## src/rtl/hyst_seq_ctrl.sv

```systemverilog
// Sequencing controller: issues a run of read addresses, tracks them through a
// fixed-latency valid pipe, generates matching write-backs and rotates the output bank.
module hyst_seq_ctrl #(
    parameter int ADDR_W    = 8,
    parameter int PIPE_LAT  = 2,
    parameter int NUM_BANKS = 4,
    parameter int BANK_W    = (NUM_BANKS > 1) ? $clog2(NUM_BANKS) : 1
) (
    input  logic              clk,
    input  logic              reset,
    input  logic              start,
    input  logic              abort,
    input  logic              stall,
    input  logic [ADDR_W-1:0] cfg_last,
    output logic              rd_en,
    output logic [ADDR_W-1:0] rd_addr,
    output logic              wr_en,
    output logic [ADDR_W-1:0] wr_addr,
    output logic [BANK_W-1:0] bank_sel,
    output logic              busy,
    output logic              compute_ready,
    output logic              done
);

    localparam int CNT_W = ADDR_W + 1;

    typedef enum logic [1:0] {IDLE, RUN, DRAIN, DONE} state_t;

    state_t              state, state_nxt;
    logic [CNT_W-1:0]    last_q, rd_cnt, wr_cnt;
    logic [CNT_W-1:0]    issue_last, issue_cnt;
    logic [PIPE_LAT-1:0] valid_pipe;
    logic [BANK_W-1:0]   bank_q;
    logic [ADDR_W-1:0]   rd_addr_q;
    logic                rd_en_q, ready_q;
    logic                accept, abort_run, issue, final_wr;

    // The accepting start edge issues from the freshly presented cfg_last, not last_q.
    always_comb begin
        accept     = (state == IDLE) && start;
        abort_run  = abort && ((state == RUN) || (state == DRAIN));
        issue_last = accept ? {1'b0, cfg_last} : last_q;
        issue_cnt  = accept ? '0 : rd_cnt;
        issue      = (accept || (state == RUN)) && !abort_run && !stall
                     && (issue_cnt <= issue_last);
        final_wr   = wr_en && (wr_cnt == last_q)
                     && ((state == RUN) || (state == DRAIN));
    end

    always_ff @(posedge clk) begin
        if (reset) state <= IDLE;
        else       state <= state_nxt;
    end

    // NOTE: state_nxt gets a default before the case so no path leaves it unassigned (no latch).
    always_comb begin
        state_nxt = state;
        case (state)
            IDLE:    if (start) state_nxt = (issue && (cfg_last == '0)) ? DRAIN : RUN;
            RUN: begin
                if (abort)                              state_nxt = IDLE;
                else if (final_wr)                      state_nxt = DONE;
                else if (issue && (rd_cnt == last_q))   state_nxt = DRAIN;
            end
            DRAIN: begin
                if (abort)         state_nxt = IDLE;
                else if (final_wr) state_nxt = DONE;
            end
            DONE:    state_nxt = IDLE;
            default: state_nxt = IDLE;
        endcase
    end

    // NOTE: sequential state uses non-blocking assignments so every register samples pre-edge values.
    always_ff @(posedge clk) begin
        if (reset) begin
            rd_en_q    <= 1'b0;
            rd_addr_q  <= '0;
            rd_cnt     <= '0;
            wr_cnt     <= '0;
            last_q     <= '0;
            valid_pipe <= '0;
            bank_q     <= '0;
            ready_q    <= 1'b0;
        end else begin
            rd_en_q <= issue;
            if (issue) begin
                rd_addr_q <= issue_cnt[ADDR_W-1:0];
                rd_cnt    <= issue_cnt + 1'b1;
            end

            if (accept) last_q <= {1'b0, cfg_last};

            // Abort flushes in-flight results so no write-back follows it.
            if (abort_run) valid_pipe <= '0;
            else           valid_pipe <= (valid_pipe << 1) | PIPE_LAT'(rd_en_q);

            if (accept)     wr_cnt <= '0;
            else if (wr_en) wr_cnt <= wr_cnt + 1'b1;

            if (accept)                      ready_q <= 1'b0;
            else if (wr_en && wr_cnt == '0)  ready_q <= 1'b1;

            if (state == DONE)
                bank_q <= (bank_q == BANK_W'(NUM_BANKS - 1)) ? '0 : bank_q + 1'b1;
        end
    end

    assign rd_en         = rd_en_q;
    assign rd_addr       = rd_addr_q;
    assign wr_en         = valid_pipe[PIPE_LAT-1];
    assign wr_addr       = wr_cnt[ADDR_W-1:0];
    assign bank_sel      = bank_q;
    assign busy          = (state == RUN) || (state == DRAIN);
    assign compute_ready = ready_q;
    assign done          = (state == DONE);

endmodule
```

## config.mk

```make
export PLATFORM = sky130hd
export DESIGN_NAME = hyst_seq_ctrl
export DESIGN_NICKNAME = d
export VERILOG_FILES = /design/src/rtl/hyst_seq_ctrl.sv
export SDC_FILE = /design/constraint.sdc
export NUM_CORES = 1
export LEC_CHECK = 0
export BUFFER_PORTS_ARGS = -buffer_cell sky130_fd_sc_hd__buf_4
export CAP_MARGIN = 20
export CELL_PAD_IN_SITES_DETAIL_PLACEMENT = 0
export CELL_PAD_IN_SITES_GLOBAL_PLACEMENT = 1
export CORE_AREA = 2 2 71 124
export DETAILED_ROUTE_END_ITERATION = 10
export DIE_AREA = 0 0 73 126
export GPL_TIMING_DRIVEN = 0
export HOLD_SLACK_MARGIN = 0.03
export PLACE_DENSITY = 0.57
export SETUP_SLACK_MARGIN = 0.2
export SLEW_MARGIN = 5
export SYNTH_ARGS = -nofsm -noshare
export SYNTH_HDL_FRONTEND = slang
export SYNTH_SLANG_ARGS = --single-unit
```

## constraint.sdc

```tcl
create_clock -name clk -period 4.87 [get_ports clk]
set_input_delay 1.2175 -clock clk [delete_from_list [all_inputs] [get_ports clk]]
set_output_delay 1.2175 -clock clk [all_outputs]
set_load 0.05 [all_outputs]
```

## Yosys cells after proc, flatten, opt, wreduce, memory -nomap -nowiden

Cells that the tools add are included.

- Add/subtract/negate cells: 3
- Multiplexer cells: 11
- Reduce and logical (&&, ||, !) cells: 20
- Equal/unequal tests: 9
- Order comparisons: 1
- Bitwise operators: 1

Operators with widths:

| operator | count |
|---|---|
| $add A9 B1 Y9 const B | 2 |
| $eq A9 B9 Y1 | 2 |
| $mux W9 | 2 |
| $mux W2 | 8 |
| $logic_and A1 B1 Y1 | 10 |
| $le A9 B9 Y1 | 1 |
| $logic_not A9 Y1 | 1 |
| $logic_not A8 Y1 | 1 |
| $pmux W2 S4 | 1 |
| $eq A2 B2 Y1 const B | 3 |
| $ne A4 B3 Y1 const B | 1 |
| $reduce_or A2 Y1 | 2 |
| $ne A3 B3 Y1 const B | 1 |
| $reduce_and A3 Y1 | 1 |
| $add A2 B1 Y2 const B | 1 |
| $eq A2 B1 Y1 const B | 1 |
| $logic_not A1 Y1 | 2 |
| $logic_not A2 Y1 | 1 |
| $logic_or A1 B1 Y1 | 2 |
| $ne A2 B2 Y1 const B | 1 |
| $or A2 B1 Y2 | 1 |

- Input port bits: 13
- Flip-flop bits (word level): 43
- Output and inout bits: 23
- Word-level logic and storage cells: 54

## Depth between registers and ports, before layout

- Depth after elaboration: 12
- Depth in mapped cells: 15
- Depth with buffers taken out: 12

## Worst setup path before layout

Ideal clock, no wire load.

- Path kind: input port to flip-flop
- Start: in start
- End: reg rd_cnt[3]
- Data required time: 4.800 ns
- Buffers on the path: 1
- Library setup time: 0.070 ns
- Arrival: 3.506 ns
- Path slack: 1.293 ns
- Cell stages on the path: 10
- Path through: nand2_1 buf_1 mux2i_1 ha_1 nand3_1 or3_4 a21oi_4 nand2_2 or4_1 a21oi_1

- Cells in the longest elaborated chain, start to end: 5
- Elaborated cells between the ends (all ways): 9
- Classes of those cells: 1 x add/sub; 1 x order compare; 2 x mux; 5 x reduce/logical

RTL lines:

| item | RTL line | source |
|---|---|---|
| start, declared | 11 | `input logic start,` |
| $logic_and A1 B1 Y1 * | 40 | `accept = (state == IDLE) && start;` |
| parallel branches: the longest is 4 deep, another holds $le A9 B9 Y1 | n/a |  |
| end signal, assigned | 89 | `rd_cnt <= issue_cnt + 1'b1;` |
| end, declared | 30 | `logic [CNT_W-1:0] last_q, rd_cnt, wr_cnt;` |

Every way passes the cells marked *.
A chain may end at the register's enable or synchronous reset.

## Final worst setup path

Ends and elaborated chain as after synthesis.

==> key figures <==
Place
  • Placer Congestion: 0.8209
  • Cells after DPL: 415
  • Post-Place Worst Slack: 0.5266 ns
  • DP Area: 0.002781 sq mm
  • Hpwl dp: 5.223 mm
  • I/O Buffers: 35

Layout
  • Multi-input logic area: 0.001398 sq mm
  • Post-route insts no fill: 423
  • Total of fill cells in the finished design: 870
  • Final nets: 361
  • Most common cell after layout, fill and taps aside: buf_4
  • Storage cell area: 860.8 sq um
  • Synthesis-to-finish area growth: 22.23%
  • Antenna diodes: 0
  • Layout cells sized above 1: 0.1692
  • Design area: 0.002938 sq mm
  • Commonest non-fill, non-tap cells in the layout: 44 x buf_4, 43 x dfxtp_1, 34 x nand2_1

Route
  • Detailed Route Iter0 Violations: 71
  • Drt total wl: 6.467 mm
  • Total number of vias: 2,061
  • Routed WL per cell: 15.29 microns
  • Via-to-Cell Ratio: 4.872
  • Residual DRC count: 0
  • First-pass DRT Iterations: 4
  • Post-DRT Antenna Nets: 0

Critical path
  • Setup CP Type: primary input to flop
  • Setup crit end: rd_cnt[3]
  • Crit end category: flop
  • Critical path data required time: 5.09 ns
  • CP startpoint kind: primary input
  • RR Startpoint: state[0]
  • R2r setup slk: 1.18 ns
  • Crit-path max FO: 10
  • R2R cell count: 12
  • Critical Path AT: 4.23 ns
  • FF-to-FF End: rd_cnt[3]
  • Crit path from: start

STA
  • Tcrit/Tclk final: 0.8229
  • Fin. Hold Viols: 0
  • Unrepaired setup endpoints after global routing: no
  • Skew final: 0.002908 ns
  • Setup WS post-layout: 0.8623 ns
  • Fin. max-slew vios: 0
  • Relative slew slack: 0.5604
  • Total negative setup slack: 0 ns
  • Worst slew pin tran: 0.6534 ns
  • Final setup vio count: 0
  • Final Critical Period: 4.008 ns
  • F_max: 249.5 MHz

Clocking
  • Clock-pin slew on the worst setup and hold paths: 0.06 ns
  • Clk sinks: 43
  • CTS root buf: clkbuf_16
  • CTS Buf Count: 5
  • Post-cts resize count: 0
  • Clk_lat worst skew: 0.29 ns
  • Setup Fix Bufs, Post-CTS: 0
  • CTS tree: yes
  • Clock H-tree levels: 2
  • CTS Hold Bufs: 0
  • CTS Buffer Depth: 2

Synthesis
  • Register area share after synthesis: 0.3581
  • Net Count, Synth: 319
  • Synthesized flop and latch total: 43
  • Ys flop type: dfxtp_1
  • Largest cells by area after synthesis: dfxtp_1 36%, ha_1 9.4%, xnor2_1 7.7%
  • Post-synth ARST share: 0
  • Ys Warns: 0
  • Synth cell types: 39
  • Avg Inst Size Synth: 8.346 sq um
  • Synth area leader: dfxtp_1
  • Gate Count Post-Synth: 288
  • Synth Cell Area: 0.002404 sq mm
  • EDFF count, synth: 0
  • Top cell type's share of synthesized area: 0.3581

Power
  • Peak VDD IR: 0.0001466 V
  • Leak pwr: 1.179 nW
  • Pwr/cell area: 442.7 mW/mm^2

GRT
  • First-pass GRT wire length: 10.39 mm
  • Vias in the first global route: 2,029
  • Remaining Overflow, GRT: 0
  • Initial antenna violation count: 0
  • All-Layer GR Usage: 0.1524
  • Pin count of the biggest net entering global routing: 13

Status
  • Status: finished, final reports clean

Die
  • Die X: 73 microns
  • Std cell rows: 44
  • DIE AREA: 0.009198 sq mm
  • Die Y-Extent: 126 microns
  • Core region area: 0.008203 sq mm
  • Starting density of the core: 0.2930
  • Top-level port count: 36

Hold path
  • Hold Path Class: flop to flop

Run
  • Max-cap violations: 0
-- worst min path at each step --
stage | slack [ns] | depth (start not counted) | start | to
floorplan | 0.41 | 1 | valid_pipe[0] | valid_pipe[1]
global placement | 0.42 | 1 | valid_pipe[0] | valid_pipe[1]
detailed placement | 0.41 | 1 | valid_pipe[0] | valid_pipe[1]
CTS | 0.43 | 1 | valid_pipe[0] | valid_pipe[1]
global route | 0.43 | 1 | valid_pipe[0] | valid_pipe[1]
finish | 0.43 | 1 | valid_pipe[0] | valid_pipe[1]
-- state kept, by name, indices dropped and copies added (netlist names) --
| signal | flops |
|---|---|
| compute_ready | 1 |
| state | 2 |
| rd_en | 1 |
| last_q | 9 |
| wr_cnt | 9 |
| bank_sel | 2 |
| rd_cnt | 9 |
| rd_addr | 8 |
| valid_pipe | 2 |
-- layout make-up --
type | count | share of cell area
multi-input cells | 216 | 0.4757
flip-flops and latches | 43 | 0.2930
well taps | 92 | 0.03918
clock buffers | 8 | 0.05324
plain buffers | 20 | 0.03790
inverters | 9 | 0.01150
repair buffers | 35 | 0.08944
-- synthesized netlist by cell type, types with 2 or more instances --
| cell type | n |
|---|---|
| a21oi_1 | 21 |
| a221oi_1 | 2 |
| a31oi_1 | 3 |
| a41oi_1 | 2 |
| and2_1 | 12 |
| buf_2 | 2 |
| buf_4 | 9 |
| clkbuf_1 | 8 |
| dfxtp_1 | 43 |
| ha_1 | 18 |
| inv_1 | 9 |
| mux2i_1 | 9 |
| nand2_1 | 34 |
| nand2b_1 | 3 |
| nand3_1 | 10 |
| nand3b_1 | 3 |
| nand4_1 | 8 |
| nor2_1 | 30 |
| nor2b_1 | 2 |
| nor3_1 | 4 |
| nor4_1 | 3 |
| o21ai_0 | 9 |
| o21bai_1 | 2 |
| or3_1 | 2 |
| xnor2_1 | 21 |
| xor2_1 | 6 |
-- through the flow --
| stage | power (mW) | hold slack (ns) | util |
|---|---|---|---|
| 3_5_place_dp | 0.9614 | 0.4146 | 0.3391 |
| 4_1_cts | 1.326 | 0.4287 | 0.3581 |
| 6_report | 1.301 | 0.4254 | 0.3581 |
| 5_1_grt | 1.389 | 0.4320 | 0.3581 |
| 3_3_place_gp | 0.9586 | 0.4178 | 0.3391 |
| 2_1_floorplan | 0.8088 | 0.4057 | - |
-- kinds of logic after synthesis --
group | after synthesis | share of synthesized area
flip-flops | 43 | 0.3581
adder cells (fa/ha/maj) | 18 | 0.09370
AND/OR/NAND/NOR | 116 | 0.2337
multiplexers | 9 | 0.03748
XOR/XNOR | 27 | 0.09839
AO/OA/AOI/OAI | 46 | 0.1182
buffers and inverters | 29 | 0.06038
-- worst max-delay path: stages --
cell     delay, ns
buf_4         0.11
nand2_1       0.25
buf_1         0.52
mux2i_1       0.20
ha_1          0.34
nand4_1       0.19
or3_4         0.43
a21oi_4       0.17
nand2_2       0.16
or4_1         0.50
a21oi_1       0.15
-- routing by layer --
| layer | wire (microns) | up-vias | global-route usage |
|---|---|---|---|
| met1 | 2456 | 955 | 0.1533 |
| met5 | 0 | - | 0 |
| met2 | 3597 | 29 | 0.2793 |
| met3 | 147 | 12 | 0.03040 |
| met4 | 266 | 0 | 0.08388 |
| li1 | - | 1065 | - |
-- where the power goes --
part	switching [mW]	total [mW]	internal, mW
registers	0.0384	0.426	0.387
logic	0.328	0.518	0.190
clock network	0.138	0.356	0.218
total	0.504	1.30	0.796
Note: power is estimated with default switching activity, not from simulation.
